File: src/rtl/uart_bus_bridge.sv
// -----------------------------------------------------------------------------
// uart_bus_bridge
//
// Purpose:
//   UART-to-bus master. A host sends a command frame over an 8N1 serial line:
//     - command byte: bit7 = WE, bits3:0 = BE, bits6:4 ignored
//     - 3 address bytes, MSB first
//     - 4 data bytes, MSB first (writes only)
//   The bridge issues one REQ/GNT/RVALID transaction for each frame. It then
//   returns a status byte: 0xA5 for OK, 0xEE for a bus timeout. A read with OK
//   status is followed by the 4 RDATA bytes, MSB first.
//
// Parameters:
//   CLKS_PER_BIT  clock cycles per UART bit (8 or more)
//   BUS_TIMEOUT   cycles to wait for GNT, and separately for RVALID
//
// Ports:
//   clk, rst_n         clock, asynchronous active-low reset
//   rx / tx            UART receive / transmit lines (idle high)
//   REQ, WE, BE, ADDR, WDATA   bus request and fields (outputs)
//   GNT, RVALID, RDATA         bus grant and response (inputs)
//
// Optional feature (compile-time macro UART_BRIDGE_FRAME_TIMEOUT_EN):
//   When this macro is defined, a gap of more than 16 bit-times inside a
//   partial frame aborts that frame and returns the FSM to CMD. When it is not
//   defined, a partial frame waits indefinitely for its remaining bytes.
// -----------------------------------------------------------------------------
module uart_bus_bridge #(
  parameter int CLKS_PER_BIT = 217,
  parameter int BUS_TIMEOUT  = 1023
) (
  input  logic        clk,
  input  logic        rst_n,
  input  logic        rx,
  output logic        tx,
  output logic        REQ,
  output logic        WE,
  output logic [3:0]  BE,
  output logic [23:0] ADDR,
  output logic [31:0] WDATA,
  input  logic        GNT,
  input  logic        RVALID,
  input  logic [31:0] RDATA
);

  localparam int CW = $clog2(CLKS_PER_BIT);
  localparam int TW = $clog2(BUS_TIMEOUT + 1);

  localparam logic [CW-1:0] FULL_M1 = CW'(CLKS_PER_BIT - 1);
  localparam logic [CW-1:0] HALF_M1 = CW'(CLKS_PER_BIT / 2 - 1);
  localparam logic [TW-1:0] TO_M1   = TW'(BUS_TIMEOUT - 1);

  localparam logic [7:0] STAT_OK = 8'hA5;
  localparam logic [7:0] STAT_TO = 8'hEE;

  typedef enum logic [1:0] {RX_IDLE, RX_START, RX_DATA, RX_STOP} rx_state_e;

  typedef enum logic [2:0] {
    ST_CMD, ST_ADDR, ST_DATA, ST_BUS, ST_RSP, ST_TX_STAT, ST_TX_DATA
  } state_e;

  // ---------------------------------------------------------------------------
  // Receive path
  // ---------------------------------------------------------------------------
  logic            rx_meta_q, rx_meta_d;
  logic            rx_sync_q, rx_sync_d;
  logic            rx_prev_q, rx_prev_d;
  rx_state_e       rx_state_q, rx_state_d;
  logic [CW-1:0]   rx_cnt_q, rx_cnt_d;
  logic [2:0]      rx_bit_q, rx_bit_d;
  logic [7:0]      rx_shift_q, rx_shift_d;
  logic            rx_byte_valid;
  logic            rx_frame_err;

  always_comb begin
    // NOTE: every variable gets a default first. Otherwise a branch that does
    // not assign it would infer a latch.
    rx_meta_d     = rx;
    rx_sync_d     = rx_meta_q;
    rx_prev_d     = rx_sync_q;
    rx_state_d    = rx_state_q;
    rx_cnt_d      = rx_cnt_q;
    rx_bit_d      = rx_bit_q;
    rx_shift_d    = rx_shift_q;
    rx_byte_valid = 1'b0;
    rx_frame_err  = 1'b0;

    unique case (rx_state_q)
      RX_IDLE: begin
        if (rx_prev_q && !rx_sync_q) begin
          rx_state_d = RX_START;
          rx_cnt_d   = '0;
        end
      end
      RX_START: begin
        if (rx_cnt_q == HALF_M1) begin
          // A line that is high again at mid-start was only a glitch.
          if (rx_sync_q) begin
            rx_state_d = RX_IDLE;
          end else begin
            rx_state_d = RX_DATA;
            rx_cnt_d   = '0;
            rx_bit_d   = '0;
          end
        end else begin
          rx_cnt_d = rx_cnt_q + 1'b1;
        end
      end
      RX_DATA: begin
        if (rx_cnt_q == FULL_M1) begin
          rx_cnt_d   = '0;
          rx_shift_d = {rx_sync_q, rx_shift_q[7:1]};
          if (rx_bit_q == 3'd7) begin
            rx_state_d = RX_STOP;
          end else begin
            rx_bit_d = rx_bit_q + 1'b1;
          end
        end else begin
          rx_cnt_d = rx_cnt_q + 1'b1;
        end
      end
      RX_STOP: begin
        if (rx_cnt_q == FULL_M1) begin
          // The byte is delivered at the stop-bit mid-sample. The FSM acts on
          // it in this same cycle.
          rx_state_d    = RX_IDLE;
          rx_byte_valid = rx_sync_q;
          rx_frame_err  = !rx_sync_q;
        end else begin
          rx_cnt_d = rx_cnt_q + 1'b1;
        end
      end
      default: rx_state_d = RX_IDLE;
    endcase
  end

  // ---------------------------------------------------------------------------
  // Optional inter-byte gap watchdog
  // ---------------------------------------------------------------------------
  logic frame_gap_expired;

`ifdef UART_BRIDGE_FRAME_TIMEOUT_EN
  localparam int            GW      = $clog2(16 * CLKS_PER_BIT + 1);
  localparam logic [GW-1:0] GAP_MAX = GW'(16 * CLKS_PER_BIT);

  logic [GW-1:0] gap_cnt_q, gap_cnt_d;
  state_e        state_q;

  // Counts only while a frame is partially received and the receiver is idle.
  // That interval runs from one stop bit to the next start bit.
  always_comb begin
    gap_cnt_d = '0;
    if ((state_q == ST_ADDR || state_q == ST_DATA) && rx_state_q == RX_IDLE) begin
      gap_cnt_d = (gap_cnt_q == GAP_MAX) ? gap_cnt_q : gap_cnt_q + 1'b1;
    end
    frame_gap_expired = (gap_cnt_q == GAP_MAX);
  end
`else
  state_e state_q;
  assign frame_gap_expired = 1'b0;
`endif

  // ---------------------------------------------------------------------------
  // Control FSM, bus master and transmitter
  // ---------------------------------------------------------------------------
  state_e        state_d;
  logic [1:0]    byte_cnt_q, byte_cnt_d;
  logic [TW-1:0] to_cnt_q, to_cnt_d;
  logic [7:0]    status_q, status_d;
  logic [31:0]   rdata_q, rdata_d;
  logic          req_q, req_d;
  logic          we_q, we_d;
  logic [3:0]    be_q, be_d;
  logic [23:0]   addr_q, addr_d;
  logic [31:0]   wdata_q, wdata_d;
  logic [9:0]    tx_shift_q, tx_shift_d;
  logic [CW-1:0] tx_cnt_q, tx_cnt_d;
  logic [3:0]    tx_bit_q, tx_bit_d;
  logic          tx_busy_q, tx_busy_d;
  logic          tx_last;
  logic          tx_load;
  logic [7:0]    tx_load_byte;
  logic          frame_abort;

  assign frame_abort = rx_frame_err | frame_gap_expired;

  always_comb begin
    state_d      = state_q;
    byte_cnt_d   = byte_cnt_q;
    to_cnt_d     = to_cnt_q;
    status_d     = status_q;
    rdata_d      = rdata_q;
    req_d        = req_q;
    we_d         = we_q;
    be_d         = be_q;
    addr_d       = addr_q;
    wdata_d      = wdata_q;
    tx_shift_d   = tx_shift_q;
    tx_cnt_d     = tx_cnt_q;
    tx_bit_d     = tx_bit_q;
    tx_busy_d    = tx_busy_q;
    tx_last      = 1'b0;
    tx_load      = 1'b0;
    tx_load_byte = 8'h00;

    // The transmitter shifts one 10-bit frame: start, 8 data bits, stop.
    if (tx_busy_q) begin
      if (tx_cnt_q == FULL_M1) begin
        tx_cnt_d   = '0;
        tx_shift_d = {1'b1, tx_shift_q[9:1]};
        if (tx_bit_q == 4'd9) begin
          tx_busy_d = 1'b0;
          tx_bit_d  = '0;
          tx_last   = 1'b1;
        end else begin
          tx_bit_d = tx_bit_q + 1'b1;
        end
      end else begin
        tx_cnt_d = tx_cnt_q + 1'b1;
      end
    end

    unique case (state_q)
      ST_CMD: begin
        if (rx_byte_valid) begin
          we_d       = rx_shift_q[7];
          be_d       = rx_shift_q[3:0];
          byte_cnt_d = '0;
          state_d    = ST_ADDR;
        end
      end
      ST_ADDR: begin
        if (frame_abort) begin
          state_d = ST_CMD;
        end else if (rx_byte_valid) begin
          addr_d = {addr_q[15:0], rx_shift_q};
          if (byte_cnt_q == 2'd2) begin
            byte_cnt_d = '0;
            if (we_q) begin
              state_d = ST_DATA;
            end else begin
              state_d  = ST_BUS;
              req_d    = 1'b1;
              to_cnt_d = '0;
            end
          end else begin
            byte_cnt_d = byte_cnt_q + 1'b1;
          end
        end
      end
      ST_DATA: begin
        if (frame_abort) begin
          state_d = ST_CMD;
        end else if (rx_byte_valid) begin
          wdata_d = {wdata_q[23:0], rx_shift_q};
          if (byte_cnt_q == 2'd3) begin
            state_d  = ST_BUS;
            req_d    = 1'b1;
            to_cnt_d = '0;
          end else begin
            byte_cnt_d = byte_cnt_q + 1'b1;
          end
        end
      end
      ST_BUS: begin
        if (GNT) begin
          req_d = 1'b0;
          if (RVALID) begin
            // A response in the grant cycle is taken at once. The status byte
            // is loaded straight into the transmitter, so the start bit
            // begins in the next cycle.
            rdata_d      = RDATA;
            status_d     = STAT_OK;
            state_d      = ST_TX_STAT;
            tx_load      = 1'b1;
            tx_load_byte = STAT_OK;
          end else begin
            state_d  = ST_RSP;
            to_cnt_d = '0;
          end
        end else if (to_cnt_q == TO_M1) begin
          req_d        = 1'b0;
          status_d     = STAT_TO;
          state_d      = ST_TX_STAT;
          tx_load      = 1'b1;
          tx_load_byte = STAT_TO;
        end else begin
          to_cnt_d = to_cnt_q + 1'b1;
        end
      end
      ST_RSP: begin
        if (RVALID) begin
          rdata_d      = RDATA;
          status_d     = STAT_OK;
          state_d      = ST_TX_STAT;
          tx_load      = 1'b1;
          tx_load_byte = STAT_OK;
        end else if (to_cnt_q == TO_M1) begin
          status_d     = STAT_TO;
          state_d      = ST_TX_STAT;
          tx_load      = 1'b1;
          tx_load_byte = STAT_TO;
        end else begin
          to_cnt_d = to_cnt_q + 1'b1;
        end
      end
      ST_TX_STAT: begin
        // The next byte loads on the last cycle of the current stop bit, so
        // bytes go out back-to-back. rdata_q shifts left by one byte for
        // each byte that is sent.
        if (tx_last) begin
          if (!we_q && status_q == STAT_OK) begin
            state_d      = ST_TX_DATA;
            byte_cnt_d   = '0;
            tx_load      = 1'b1;
            tx_load_byte = rdata_q[31:24];
            rdata_d      = {rdata_q[23:0], 8'h00};
          end else begin
            state_d = ST_CMD;
          end
        end
      end
      ST_TX_DATA: begin
        if (tx_last) begin
          if (byte_cnt_q == 2'd3) begin
            state_d = ST_CMD;
          end else begin
            byte_cnt_d   = byte_cnt_q + 1'b1;
            tx_load      = 1'b1;
            tx_load_byte = rdata_q[31:24];
            rdata_d      = {rdata_q[23:0], 8'h00};
          end
        end
      end
      default: state_d = ST_CMD;
    endcase

    if (tx_load) begin
      tx_shift_d = {1'b1, tx_load_byte, 1'b0};
      tx_cnt_d   = '0;
      tx_bit_d   = '0;
      tx_busy_d  = 1'b1;
    end
  end

  // NOTE: state registers use non-blocking assignments only. That way every
  // flop samples the value from before the clock edge, whatever the statement
  // order.
  always_ff @(posedge clk or negedge rst_n) begin
    if (!rst_n) begin
      rx_meta_q  <= 1'b1;
      rx_sync_q  <= 1'b1;
      rx_prev_q  <= 1'b1;
      rx_state_q <= RX_IDLE;
      rx_cnt_q   <= '0;
      rx_bit_q   <= '0;
      rx_shift_q <= '0;
      state_q    <= ST_CMD;
      byte_cnt_q <= '0;
      to_cnt_q   <= '0;
      status_q   <= '0;
      rdata_q    <= '0;
      req_q      <= 1'b0;
      we_q       <= 1'b0;
      be_q       <= '0;
      addr_q     <= '0;
      wdata_q    <= '0;
      tx_shift_q <= '1;
      tx_cnt_q   <= '0;
      tx_bit_q   <= '0;
      tx_busy_q  <= 1'b0;
`ifdef UART_BRIDGE_FRAME_TIMEOUT_EN
      gap_cnt_q  <= '0;
`endif
    end else begin
      rx_meta_q  <= rx_meta_d;
      rx_sync_q  <= rx_sync_d;
      rx_prev_q  <= rx_prev_d;
      rx_state_q <= rx_state_d;
      rx_cnt_q   <= rx_cnt_d;
      rx_bit_q   <= rx_bit_d;
      rx_shift_q <= rx_shift_d;
      state_q    <= state_d;
      byte_cnt_q <= byte_cnt_d;
      to_cnt_q   <= to_cnt_d;
      status_q   <= status_d;
      rdata_q    <= rdata_d;
      req_q      <= req_d;
      we_q       <= we_d;
      be_q       <= be_d;
      addr_q     <= addr_d;
      wdata_q    <= wdata_d;
      tx_shift_q <= tx_shift_d;
      tx_cnt_q   <= tx_cnt_d;
      tx_bit_q   <= tx_bit_d;
      tx_busy_q  <= tx_busy_d;
`ifdef UART_BRIDGE_FRAME_TIMEOUT_EN
      gap_cnt_q  <= gap_cnt_d;
`endif
    end
  end

  assign tx    = tx_shift_q[0];
  assign REQ   = req_q;
  assign WE    = we_q;
  assign BE    = be_q;
  assign ADDR  = addr_q;
  assign WDATA = wdata_q;

endmodule

File: config.mk
export PLATFORM = sky130hd
export DESIGN_NAME = uart_bus_bridge
export DESIGN_NICKNAME = d
export VERILOG_FILES = /design/src/rtl/uart_bus_bridge.sv
export SDC_FILE = /design/constraint.sdc
export NUM_CORES = 1
export LEC_CHECK = 0
export CORE_ASPECT_RATIO = 0.8
export CORE_MARGIN = 2
export CORE_UTILIZATION = 55
export CTS_CLUSTER_DIAMETER = 60
export DETAILED_ROUTE_END_ITERATION = 8
export MAX_ROUTING_LAYER = met4
export PLACE_DENSITY = 0.83
export SKIP_LAST_GASP = 1
export SLEW_MARGIN = 20
export SYNTH_ARGS = -nofsm -noshare
export SYNTH_HDL_FRONTEND = slang
export SYNTH_SLANG_ARGS = --single-unit
File: constraint.sdc
create_clock -name clk -period 3.1 [get_ports clk]
set_input_delay 0.465 -clock clk [delete_from_list [all_inputs] [get_ports clk]]
set_output_delay 0.465 -clock clk [all_outputs]
set_load 0.005 [all_outputs]
# [Word-level counts from Yosys, hierarchy flattened]
# Cells that the tools add are included.
[totals] regBits=164 input_bits=37 out_inout_bits=63 elab_cells=224
[classes] add_sub_neg=6 n_eq_ne=49 mux=119 n_bitwise=1 reduce_logical=28
[op_table] operator="32-bit two-way mux" count=6
[op_table] operator="8-bit two-way mux" count=20
[op_table] operator="10-bit two-way mux" count=14
[op_table] operator="32-bit case mux with 4 select lines" count=1
[op_table] operator="8-bit case mux with 4 select lines" count=2
[op_table] operator="3-bit two-way mux" count=18
[op_table] operator="2-bit != test (second input constant)" count=23
[op_table] operator="10-bit case mux with 4 select lines" count=1
[op_table] operator="2-bit two-way mux" count=16
[op_table] operator="1-bit two-way mux" count=30
[op_table] operator="8-bit == test (second input constant)" count=3
[op_table] operator="3-bit != test (second input constant)" count=8
[op_table] operator="3-bit case mux with 7 select lines" count=1
[op_table] operator="9-bit AND reduction" count=2
[op_table] operator="8-bit by 1-bit adder with 8-bit output (second input constant)" count=2
[op_table] operator="4-bit two-way mux" count=4
[op_table] operator="8-bit case mux with 2 select lines" count=1
[op_table] operator="3-bit == test (second input constant)" count=4
[op_table] operator="10-bit by 1-bit adder with 10-bit output (second input constant)" count=1
[op_table] operator="10-bit == test (second input constant)" count=1
[op_table] operator="2-bit case mux with 5 select lines" count=1
[op_table] operator="10-bit AND reduction" count=1
[op_table] operator="5-bit AND reduction" count=2
[op_table] operator="3-bit AND reduction" count=3
[op_table] operator="25 further kinds" count=38

# [Longest topological paths before layout]
# Gate-level depths: netlist (run 1).
[logic_depth] word_depth=8 depth_mapped=8 mapped_depth_nobuf=7

# [Worst setup path before layout (run 1)]
# No wires, ideal clock.
[synth_path] kind="register to register" startpoint="register rx_cnt_q[0]" endpoint="register state_q[1]" setup_ps=80 arrival_time_ps=2126 t_required_ps=3020 slack_ps=894 stages_incl_launch_ff=8 n_path_buf=0 period_less_slack_ps=2206 path_cell_list="dfrtp_1 > inv_1 > ha_1 > nand3b_1 > or4_1 > a221o_1 > or4_4 > o211ai_2"
[synth_between] elab_chain_cells=5 word_cells_on_any_way=14 classes_between="6 x eq/ne; 7 x mux; 1 x reduce/logical"
[synth_lines] element="start, declared" line="69" text="logic [CW-1:0] rx_cnt_q, rx_cnt_d;"
[synth_lines] element="start signal, assigned" line="380" text="rx_cnt_q <= rx_cnt_d;"
[synth_lines] element="8-bit == test (*)" line="123" text="if (rx_cnt_q == FULL_M1) begin"
[synth_lines] element="1-bit two-way mux" line="123"
[synth_lines] element="1-bit two-way mux" line="88" text="unique case (rx_state_q)"
[synth_lines] element="3-bit != test (no line) (tied with other cells)"
[synth_lines] element="8-bit AND reduction (no line) or 3-bit case mux with 7 select lines (tied branches)"
[synth_lines] element="end signal, assigned" line="383" text="state_q <= state_d;"
[synth_lines] element="end, declared" line="159" text="state_e state_q;"
# Every way passes the cells marked *; elsewhere a longest branch is shown, timed or not.
# A chain may end at the register's enable or synchronous reset.

# [Final worst setup path (run 1)]
[layout_path] startpoint="register state_q[1]" endpoint="register tx_shift_q[6]"
[layout_between] elab_chain_cells=4 word_cells_on_any_way=10 classes_between="4 x eq/ne; 3 x mux; 3 x reduce/logical"
[layout_lines] element="3-bit == test or 3-bit by 2-bit == test with 1-bit output (tied branches)" line="223" text="unique case (state_q)"
[layout_lines] element="1-bit case mux with 4 select lines" line="223"
[layout_lines] element="2-bit nonzero test (no line)"
[layout_lines] element="2-bit AND reduction (no line)"
[layout_lines] element="end signal, assigned" line="393" text="tx_shift_q <= tx_shift_d;"
[layout_lines] element="end, declared" line="176" text="logic [9:0] tx_shift_q, tx_shift_d;"
# Parallel ways exist; a longest one is shown, timed or not.

==> results of run 1 <==
==> cell families (layout without fill, tap and decap cells) <==
kind of cell / Yosys count / in the layout / share of synthesized area
fa+ha+maj: 14 / 14 / 0.0228
buf+inv: 55 / 166 / 0.0302
flops: 163 / 163 / 0.534
xor+xnor: 6 / 6 / 0.00685
simple gates: 212 / 212 / 0.149
compound gates: 131 / 131 / 0.108
mux: 104 / 104 / 0.149
==> path summary, 6_finish.rpt <==
path | startpoint | end | depth (start not counted)
max in group asynchronous | rst_n | rx_prev_d | 2
min in group clk | rx_meta_q | rx_prev_d | 0
setup reg to reg | state_q[1] | tx_shift_q[6] | 5
hold reg to reg | rx_meta_q | rx_prev_d | 0
hold / removal | rst_n | rdata_q[4] | 1
setup / recovery | state_q[1] | tx_shift_q[6] | 5
==> registers in the layout, indices dropped and copies added (netlist names), named ones only <==
name and cells:
byte_cnt_q 2, BE 4, WE 1, rx_prev_q 1, ADDR 24, rx_state_q 1
rx_cnt_q 8, REQ 1, status_q 8, tx_shift_q 9, tx_cnt_q 8, to_cnt_q 10
rx_bit_q 3, rdata_q 32, state_q 3, rx_meta_q 1, WDATA 32, tx_busy_q 1
tx_bit_q 4, rx_shift_q 8, rx_prev_d 1
==> metrics by stage <==
| step | setup WS, ps | instance area (sq um) | hold WS (ps) | total power [mW] |
|---|---|---|---|---|
| after floorplan | 894 | 7670 | 169 | 2.42 |
| after global placement | 490 | 8870 | 346 | 2.55 |
| after CTS | 500 | 9470 | 135 | 4.69 |
| after global routing | 159 | 9470 | 159 | 4.82 |
| final | 498 | 9470 | 89.0 | 4.66 |
| after detailed placement | 386 | 8870 | 354 | 2.57 |
==> per-layer routing <==
metal | vias to the layer above | routed length, microns
met5 | - | 0
met4 | 0 | 155
met3 | 18 | 921
met2 | 167 | 8690
met1 | 2855 | 7370
li1 | 2692 | -
==> final cells by class <==
type,count,area share
flip-flops and latches,163,0.432
multi-input cells,467,0.355
repair buffers,113,0.117
clock buffers,17,0.0449
well taps,180,0.0238
clock inverters,15,0.0189
inverters,21,0.00832
==> Yosys cell counts (3+ instances only) <==
library cell  count
and3_1           12
mux2_2           69
o31ai_1           7
inv_1            20
dfstp_2          12
o21ai_0          18
dfrtp_1         151
nand3_1          48
nor2b_1           5
and3_2            3
or3_1             4
nor3_1           14
a31oi_1          12
a21oi_1          17
ha_1             14
nand3b_1          5
nor4bb_1          3
and4_1            3
nand2_1          32
nor2_1           42
o21a_1            5
o21ai_1          35
o211ai_1          6
nand4_1           6
and2_1            5
buf_4             4
xor2_1            4
a22oi_1           3
nor3b_1           5
a41oi_1           4
buf_2             8
mux2i_1          32
nor4b_1           3
nand2b_1          7
clkbuf_1         22
==> power by group through the flow <==
stage / Combinational [mW] / Sequential, mW / Clock, mW
floorplan: 0.152 / 2.27 / 0
global placement: 0.260 / 2.29 / 0
finish: 0.270 / 2.26 / 2.13
global route: 0.303 / 2.27 / 2.26
detailed placement: 0.275 / 2.29 / 0
CTS: 0.276 / 2.25 / 2.16
==> results.json, run 1 <==
{
  "outcome": "finished, final reports clean",
  "async_reset_ff_frac": 1.00,
  "fin_tns_setup_ps": 0,
  "r2r_setup_slack_ps": 500,
  "p_switching_mw": 1.18,
  "diodes": 0,
  "ant_nets": 0,
  "groute.layer.met2.usage": 0.416,
  "yosysTopAreaCell": "dfrtp_1",
  "slowest_delay_ps": 750,
  "rsz0062_at_grt": "false",
  "yosysSeqAreaShare": 0.534,
  "yosys_warnings": 0,
  "cp.arrival_ps": 2940,
  "cts_sinks": 163,
  "p_comb_frac": 0.058,
  "clock-skew-final_ps": 19.1,
  "slew_viol_final": 0,
  "cts_max_path_buffers": 2,
  "clkTransAtPathRegs_ps": 70,
  "drive_gt1_frac": 0.178,
  "setup_viol": 0,
  "place_hpwl_microns": 11600,
  "mostFrequentLayoutCell": "dfrtp_1",
  "gp_congestion": 0.875,
  "required_ps": 3440,
  "cp_top_family": "simple AND/OR/NAND/NOR gates",
  "grt_max_degree": 89,
  "synth_cell_types": 70,
  "ys_top_cells_by_area": "dfrtp_1 49%, mux2_2 10%, mux2i_1 4.2%",
  "crit_buf_inv": 0,
  "tightestPinTransition_ps": 1060,
  "finalCritPeriodShare": 0.839,
  "vias": 5732,
  "switching_share": 0.254,
  "post_cts_buffers": 0,
  "syn_to_final_growth_pct": 23.6,
  "synth_top_area_frac": 0.493,
  "portBuffers": 99,
  "pwr-share-seq": 0.485,
  "clockRootBuffer": "clkbuf_16",
  "pin_count": 100,
  "power_density_nw_per_um2": 492,
  "hp-class": "input port to asynchronous set/reset pin",
  "cp_slowest_cell": "nor3b_1",
  "power_leakage_nw": 4.54,
  "grt_antenna_before_repair": 0,
  "startpoint_type": "flop",
  "viasPerCell": 5.87,
  "fillCellCount": 980,
  "drc": 0,
  "cts_tree": "done",
  "cp-end-kind": "flop",
  "slew_headroom": 0.295,
  "post_synth.cell_area_avg_sq_um": 11.2,
  "routedWlPerCell_microns": 17.6,
  "final_cell_mix": "151 x dfrtp_1, 98 x clkdlybuf4s50_1, 69 x mux2_2",
  "p_int_mw": 3.47,
  "ir_worst_vdd_mv": 0.379,
  "met3_usage": 0.0627,
  "max_freq_ghz": 0.384,
  "multiInputGateArea_sq_um": 3360,
  "coreArea_sq_um": 13600,
  "dieArea_sq_um": 14900,
  "grt_busiest_layer": "met2",
  "syn_inst": 685,
  "grt_first_pass_wirelength_microns": 28300,
  "p_clk_frac": 0.457,
  "numCtsBuffers": 17,
  "maxCapViolCount": 0,
  "gr-usage-met1": 0.308,
  "utilization": 0.697,
  "fin_crit_ps": 2600,
  "track_usage": 0.251,
  "worstPathCellList": "nor3b_1 > o2111ai_1 > nand2_1 > nor4b_1 > nor3_1",
  "wl_microns": 17100,
  "htree_levels": 4,
  "rows": 38,
  "syn-cell-area_sq_um": 7670,
  "hold_viol": 0,
  "syn-num-nets": 736,
  "die_w_microns": 136,
  "dr.pass1.iters": 7,
  "grt_pass1_vias": 5701,
  "final_cells": 976,
  "ys.flop_type": "dfrtp_1",
  "synth_seq_cells": 163,
  "start_util": 0.564,
  "dieHeight_microns": 110,
  "synth_edf_count": 0,
  "dp_cells": 944,
  "grt_overflow": 0,
  "drt_iter0_drc": 420,
  "regArea_sq_um": 4090,
  "ctsResizeCount": 0,
  "path_max_fanout": 18,
  "critical_path_class": "flop to flop",
  "clk_latency_ps": 430,
  "final_nets": 834,
  "postCtsHoldBufs": 0
}
Power figures use the tool's default switching activity.
==> inputs of run 2 (changes only) <==
CORE_UTILIZATION = 50   (was 55)
PLACE_DENSITY = 0.79   (was 0.83)
clock period = 2.2 ns   (was 3.1 ns; I/O delays follow)
==> run 2 against run 1 <==
  * Non-clock buffer count increased by 37
  * Clock power increased by 41%
  * Critical endpoint is now state_q[0]
  * Global-route usage shrank 1.4 points
  * Sequential power is 40% higher
  * Routed wire length is 4.1% higher
  * Maximum frequency grew 22%
  * Count of clock-buffer cells in the layout is 1 higher
  * Sequential cell count stayed put
  * Setup slack got worse by 420 ps
  * Critical path depth grew 1
  * Worst hold slack improved by 220 ps
==> results.json, run 2 (synthesis results as in run 1) <==
{
  "cp.arrival_ps": 2430,
  "critical_path_class": "flop to flop",
  "fin_crit_ps": 2130,
  "total_power_mw": 6.72,
  "grt_overflow": 0,
  "slew_headroom": 0.609,
  "clock-skew-final_ps": 7.08,
  "holdPathEnd": "rx_meta_q",
  "cp_slowest_cell": "or4_1",
  "ir_worst_vdd_mv": 0.522,
  "clockRootBuffer": "clkbuf_16",
  "path_max_fanout": 3,
  "rsz0062_at_grt": "true",
  "drc": 0,
  "max_freq_ghz": 0.470,
  "track_usage": 0.237,
  "final_cell_mix": "149 x dfrtp_1, 98 x clkdlybuf4s50_1, 69 x mux2_2",
  "gp_congestion": 0.847,
  "required_ps": 2500,
  "htree_levels": 4,
  "final_nets": 871,
  "grt_antenna_before_repair": 0,
  "cpMostUsedCell": "o31ai_1",
  "outcome": "finished, final reports clean",
  "grt_max_degree": 73,
  "hp-class": "input port to flop",
  "slew_viol_final": 0,
  "syn_to_final_growth_pct": 28.9,
  "power_density_nw_per_um2": 680,
  "finalCritPeriodShare": 0.966,
  "clk_latency_ps": 430,
  "drt_iter0_drc": 379,
  "dr.pass1.iters": 5,
  "wl_microns": 17800,
  "tightestPinTransition_ps": 583,
  "setup_viol": 0,
  "fin_tns_setup_ps": 0,
  "grt_first_pass_wirelength_microns": 29700,
  "coreArea_sq_um": 15000,
  "vias": 5870,
  "dieArea_sq_um": 16300,
  "place_hpwl_microns": 12000,
  "start_util": 0.511,
  "r2r.worst_path.cells": 6,
  "startpoint_type": "flop",
  "die_w_microns": 142,
  "cts_max_path_buffers": 2,
  "dieHeight_microns": 115,
  "cts_sinks": 163,
  "drive_gt1_frac": 0.228,
  "clkTransAtPathRegs_ps": 70,
  "maxCapViolCount": 0,
  "portBuffers": 99,
  "routedWlPerCell_microns": 17.4,
  "diodes": 0,
  "r2r_setup_slack_ps": 70,
  "hold_viol": 0,
  "cts_tree": "done",
  "viasPerCell": 5.74,
  "slowest_delay_ps": 510,
  "stdcell_area_sq_um": 9880,
  "grt_pass1_vias": 6012,
  "min-delay-start": "rx",
  "cp-end-kind": "flop",
  "power_leakage_nw": 4.75,
  "hold-path-cell-count": 1,
  "crit-reg2reg-capture": "state_q[0]",
  "r2r_start": "rx_cnt_q[2]",
  "worstPathCellList": "nand4b_4 > or4_1 > a221o_1 > buf_4 > o31ai_1 > o31ai_1",
  "numCtsBuffers": 17,
  "mostFrequentLayoutCell": "dfrtp_1",
  "ant_nets": 0,
  "pin_count": 100,
  "place_area_sq_um": 9190,
  "rows": 40,
  "crit_path_start": "rx_cnt_q[2]"
}
-- run 2: cell count changes in the layout (fill, tap and decap cells not counted), sizes merged --
cell         before  now
dlygate4sd3       0    1
inv              30   27
bufinv            1    2
buf              15   51
clkinvlp          1    2
clkbuf           17   18
-- run 2: stage by stage --
stage | worst slack (ps) | hold WS (ps) | std cells | utilization
final | 73.9 | 304 | 1022 | 0.658
after global routing | -37.8 | 292 | 1022 | 0.658
after CTS | 16.7 | 292 | 1020 | 0.653
after detailed placement | -37.9 | 281 | 986 | 0.612
after global placement | 45.2 | 277 | 986 | 0.612
after floorplan | 25.5 | 34.4 | 685 | -
-- run 2: repair_timing --
| item | in CTS | in global routing |
|---|---|---|
| endpoints found under the setup margin | 8 | 82 |
| pin swaps | 2 | 4 |
| hold buffers | 1 | 0 |
| setup buffers | 1 | 2 |
| endpoints found under the hold margin | 39 | 0 |
| resized for setup | 3 | 12 |
| gates cloned | 0 | 0 |
-- run 2: how the worst max path moves through the flow --
| stage | endpoint | depth (start not counted) |
|---|---|---|
| after detailed placement | WDATA[27] | 7 |
| final | state_q[0] | 6 |
| after floorplan | state_q[1] | 7 |
| after CTS | state_q[0] | 8 |
| after global routing | state_q[0] | 8 |
| after global placement | WDATA[19] | 7 |
-- run 2: worst max-delay path: cells and delay by family, from the launching register on --
family	cells	cell delay [ps]
and+or+nand+nor	2	710
AOI/OAI and AO/OA	3	710
DFF	1	440
buffers and inverters	1	150
-- run 2: area by class of cell --
type	instances	area, sq um
fill	1105	5130
sequential	163	4100
multi-input combinational	467	3420
timing repair buffer	150	1450
clock buffer	18	429
tap	189	236
clock inverter	14	166
inverter	21	78.8
-- run 2: layer usage --
layer / vias up / share of wire / routed length (microns) / global-route usage
met2: 162 / 0.49 / 8670 / 0.381
met5: - / 0 / 0 / -
met4: 0 / 0.012 / 209 / 0.0673
met1: 2912 / 0.44 / 7830 / 0.301
li1: 2776 / - / - / -
met3: 20 / 0.063 / 1120 / 0.0612
-- run 2: power breakdown --
group | switching (mW) | internal (mW)
clock network | 1.30 | 1.71
registers | 0.0941 | 3.07
logic | 0.264 | 0.278
total | 1.66 | 5.06
==> inputs of run 3 (changes only) <==
ABC_CLOCK_PERIOD_IN_PS = 2200   (was not set)
==> results of run 3 <==
Same layout as run 2: the final DEF is identical, and so are final timing and power.
==> RTL edit 1 (settings of run 2) <==
The parameter `BUS_TIMEOUT` goes from 1023 to 511.
--- a/src/rtl/uart_bus_bridge.sv
+++ b/src/rtl/uart_bus_bridge.sv
@@ -29,3 +29,3 @@
   parameter int CLKS_PER_BIT = 217,
-  parameter int BUS_TIMEOUT  = 1023
+  parameter int BUS_TIMEOUT  = 511
 ) (
Check against the original RTL: no difference found for any inputs over 10 cycles, from zero or initial values and one cycle with rst_n low; that may be too few to reach the edited logic, so the function may still have changed.
==> RTL edit 1 against run 2 <==
- critical path depth up 1
- power fell by 4.1%
- largest power group unchanged
- design area rose by 3.6%
- synthesized area up 3.5%
- routed wire length rose by 4.2%
- the flow now finishes with violations (setup timing)
- maximum frequency shrank 4.7%
- sequential cell count shrank 1
- sequential power hardly changed
- combinational power down 20%
- worst setup slack worse by 0.10 ns
==> RTL edit 1: results <==
metrics = {
    "run_status": {
        "violations": "setup timing",
        "status": "finished with violations",
    },
    "routing": {
        "wl_met1_um": 8300,
        "wl_met2_um": 9110,
        "wl_per_cell_um": 17.3,
        "first_iter_violations": 408,
        "vias_per_cell": 5.62,
        "vias": 6049,
    },
    "worst_setup_path": {
        "arrival_ns": 2.54,
        "slowest_stage": "or4_4",
        "critPathMaxStageDelay_ns": 0.57,
        "cp_max_fo": 14,
    },
    "layout": {
        "regArea_um2": 4070,
        "drive_gt1_frac": 0.262,
        "layout.nets": 899,
    },
    "synthesis": {
        "syn_nets": 761,
        "yosysSeqAreaShare": 0.513,
        "syn_avg_cell_area_um2": 11.2,
        "muxShareOfSynthArea": 0.170,
        "synth-adder-area-share": 0.0221,
        "synth_common_cells": "150 x dfrtp_1, 96 x mux2_2, 68 x nand2_1",
    },
    "pwr": {
        "leakage_nw": 4.80,
        "vdd_drop_max_uv": 600,
    },
    "sta": {
        "fin_ws_ns": -0.0307,
        "fin_setup_tns_ns": -0.168,
        "clock_skew_ns": 0.0110,
        "relSlewSlack": 0.632,
        "setup_viol": 6,
    },
    "global_routing": {
        "grt_max_degree": 57,
        "met3_usage": 0.0443,
        "grt.total_usage": 0.232,
        "use_met1": 0.304,
        "grt_pass1_wl_um": 29600,
        "grt_pass1_vias": 5933,
    },
    "placement": {
        "dp.cells": 1034,
        "placed_area_um2": 9440,
        "dp_hpwl_um": 12700,
        "place.gp.congestion": 0.878,
        "dpl_worst_slack_ns": -0.0255,
    },
    "floorplan": {
        "rows": 41,
    },
}
RTL edit 1: cell types whose count changed after synthesis, moves of 8 or more:
cell | before | now
o21ai_1 | 35 | 2
and3_1 | 12 | 20
mux2_2 | 69 | 96
buf_2 | 8 | 19
clkbuf_1 | 22 | 11
mux2i_1 | 32 | 23
o21ai_0 | 18 | 26
nand3_1 | 48 | 22
nand2_1 | 32 | 68
RTL edit 1: layout make-up:
type | count | area share
clock buffers | 19 | 0.0423
clock inverters | 13 | 0.0136
inverters | 27 | 0.00990
multi-input cells | 486 | 0.361
flip-flops and latches | 162 | 0.398
well taps | 215 | 0.0263
repair buffers | 154 | 0.149
RTL edit 1: repair_timing:
item	4_1_cts	5_1_grt
buffers inserted	0	7
hold endpoints to repair	51	0
cloned	0	2
resized for setup	0	33
setup endpoints to repair	21	78
hold buffers	1	0
pin swaps	0	2
RTL edit 1: logic make-up (layout without fill, tap and decap cells):
| kind of cell | count (synthesis) | count (layout) |
|---|---|---|
| XOR/XNOR | 4 | 4 |
| AND/OR/NAND/NOR | 225 | 225 |
| multiplexers | 121 | 121 |
| flip-flops | 162 | 162 |
| buffers and inverters | 62 | 213 |
| AO/OA/AOI/OAI | 122 | 122 |
| adder cells (fa/ha/maj) | 14 | 14 |
RTL edit 1: report_power, final:
part / internal [mW] / switching, mW
Clock: 1.51 / 1.34
Sequential: 3.07 / 0.0947
Combinational: 0.210 / 0.223
Total: 4.79 / 1.65
RTL edit 1: final timing paths:
kind	start	to	cells after the start
min in group asynchronous	rst_n	ADDR[8]	2
max in group asynchronous	rst_n	rx_meta_q	3
hold / removal	rx	rx_meta_q	1
hold reg to reg	rx_meta_q	rx_prev_d	0
setup reg to reg	tx_cnt_q[1]	rdata_q[23]	7
setup / recovery	tx_cnt_q[1]	rdata_q[23]	7
==> RTL edit 2 (settings of run 2) <==
Without the edit above. The 7 states of `state_e` get a Gray code encoding in 3 bits.
--- a/src/rtl/uart_bus_bridge.sv
+++ b/src/rtl/uart_bus_bridge.sv
@@ -58,3 +58,3 @@
   typedef enum logic [2:0] {
-    ST_CMD, ST_ADDR, ST_DATA, ST_BUS, ST_RSP, ST_TX_STAT, ST_TX_DATA
+    ST_CMD = 3'b000, ST_ADDR = 3'b001, ST_DATA = 3'b011, ST_BUS = 3'b010, ST_RSP = 3'b110, ST_TX_STAT = 3'b111, ST_TX_DATA = 3'b101
   } state_e;
Formal check against the unedited RTL: same outputs for any inputs over 10 cycles, from zero or initial values and one cycle with rst_n low; not proved beyond that.
==> RTL edit 2 against run 2 <==
- the flow now finishes with violations (setup timing)
- via count fell by 0.87%
- non-clock buffer count rose by 15
- synthesized area is 0.55% higher
- maximum frequency decreased by 3.4%
- sequential cell count unchanged
- sequential share of layout area fell by 1.1 points
- worst setup slack worse by 0.075 ns
- power up 0.62%
- global-route usage fell by 0.89 points
- die area up 0.54%
- routed wire length grew 0.35%
- design area up 2.8%
- critical path type unchanged
==> RTL edit 2: results <==
metrics = {
    "routing": {
        "wl_per_cell_um": 17.4,
        "vias_per_cell": 5.67,
        "firstDrtPassIters": 8,
        "vias": 5819,
        "first_iter_violations": 508,
    },
    "sta": {
        "clock_skew_ns": 0.0114,
        "fin_ws_ns": -0.000860,
        "tightest_slew_ns": 0.613,
        "setup_viol": 1,
    },
    "layout": {
        "drive_gt1_frac": 0.320,
        "fill_cells": 1018,
        "layout.nets": 854,
        "antenna_cells": 0,
    },
    "synthesis": {
        "synth_common_cells": "151 x dfrtp_1, 117 x mux2_2, 35 x nor2_1",
        "syn_avg_cell_area_um2": 11.8,
        "syn_nets": 704,
        "yosysSeqAreaShare": 0.531,
        "synthTopCellsByArea": "dfrtp_1 49%, mux2_2 17%, dfstp_2 4.1%",
        "netlist-cell-type-count": 64,
        "async_flop_share": 1.00,
    },
    "global_routing": {
        "grt_overflow": 0,
        "grt_max_degree": 58,
        "grt.total_usage": 0.228,
        "grt_pass1_wl_um": 28700,
    },
    "placement": {
        "dp_hpwl_um": 12300,
        "dpl_worst_slack_ns": -0.0255,
        "place.gp.congestion": 0.890,
        "dp.cells": 986,
        "portBuffers": 99,
    },
    "pwr": {
        "p_sw_mw": 1.59,
        "vdd_drop_max_uv": 553,
        "leakage_nw": 4.72,
    },
    "run_status": {
        "status": "finished with violations",
        "violations": "setup timing",
    },
    "worst_setup_path": {
        "arrival_ns": 2.52,
        "slowest_stage": "dfrtp_1",
        "critPathMaxStageDelay_ns": 0.39,
        "cp_max_fo": 8,
    },
    "clock_network": {
        "cts_buffers": 17,
        "insertion_delay_ns": 0.43,
    },
    "floorplan": {
        "dieWidth_um": 143,
    },
}
-- RTL edit 2: cell types whose count changed after synthesis, sizes merged, moves of 5 or more --
cell	run 2	this run
mux2	71	117
nand3	48	20
mux2i	32	8
o21ai	53	37
a21oi	17	28
a21bo	0	8
nor2	42	35
a31oi	12	6
and3	15	10
nand4	6	11
-- RTL edit 2: cell families after synthesis --
kind of cell	Yosys count	share of synthesized area
buffers and inverters	53	0.0295
XOR/XNOR	5	0.00568
AO/OA/AOI/OAI	130	0.113
multiplexers	126	0.184
adder cells (fa/ha/maj)	14	0.0227
AND/OR/NAND/NOR	162	0.114
flip-flops	163	0.531
-- RTL edit 2: per-stage QoR --
stage	area [µm²]	util	TNS, ns
3_5_place_dp	9320	0.619	-0.272
2_1_floorplan	7710	-	0
4_1_cts	9980	0.662	0
6_report	10200	0.674	-0.000860
3_3_place_gp	9320	0.619	0
5_1_grt	10200	0.674	-1.64
-- RTL edit 2: cell type report --
type	count	area [µm²]	area share
inverters	19	71.3	0.00702
well taps	210	263	0.0259
repair buffers	165	1630	0.160
flip-flops and latches	163	4090	0.403
multi-input cells	437	3480	0.342
clock inverters	14	186	0.0184
clock buffers	18	439	0.0432
-- RTL edit 2: worst paths after layout --
path	cells past startpoint	start	to	slack, ns
setup / recovery	9	tx_cnt_q[0]	rdata_q[30]	-0.0009
hold / removal	1	rx	rx_meta_q	0.34
setup reg to reg	9	tx_cnt_q[0]	rdata_q[30]	-0.0009
hold reg to reg	0	rx_meta_q	rx_prev_d	0.35
max in group asynchronous	3	rst_n	tx_shift_q[5]	1.09
min in group asynchronous	2	rst_n	ADDR[21]	0.43
-- RTL edit 2: what timing repair did --
action / 4_1_cts / 5_1_grt
hold endpoints to repair: 47 / 0
setup buffers: 1 / 3
pin swaps: 2 / 6
hold buffers: 1 / 0
gates resized for setup: 2 / 18
gates cloned: 0 / 4
setup endpoints to repair: 63 / 118
-- RTL edit 2: worst register-to-register path, stage by stage (launching register included) --
cell       delay, ns
dfrtp_1         0.39
inv_2           0.06
ha_1            0.13
nand4_1         0.16
nor4_2          0.36
buf_4           0.18
a21boi_4        0.20
o21ai_4         0.13
clkbuf_16       0.20
mux2_2          0.28
-- RTL edit 2: power by group through the flow --
stage | Clock, mW | Sequential (mW) | Combinational (mW)
6_report | 3.15 | 3.13 | 0.478
2_1_floorplan | 0 | 3.18 | 0.207
3_3_place_gp | 0 | 3.17 | 0.446
5_1_grt | 3.32 | 3.14 | 0.534
3_5_place_dp | 0 | 3.17 | 0.466
4_1_cts | 3.19 | 3.12 | 0.474
-- RTL edit 2: layer usage --
metal,GRT usage,vias to the layer above,share of wire
met5,-,-,0
met3,0.0583,23,0.053
met1,0.305,2916,0.45
met4,0.0587,0,0.013
li1,-,2677,-
met2,0.352,203,0.48
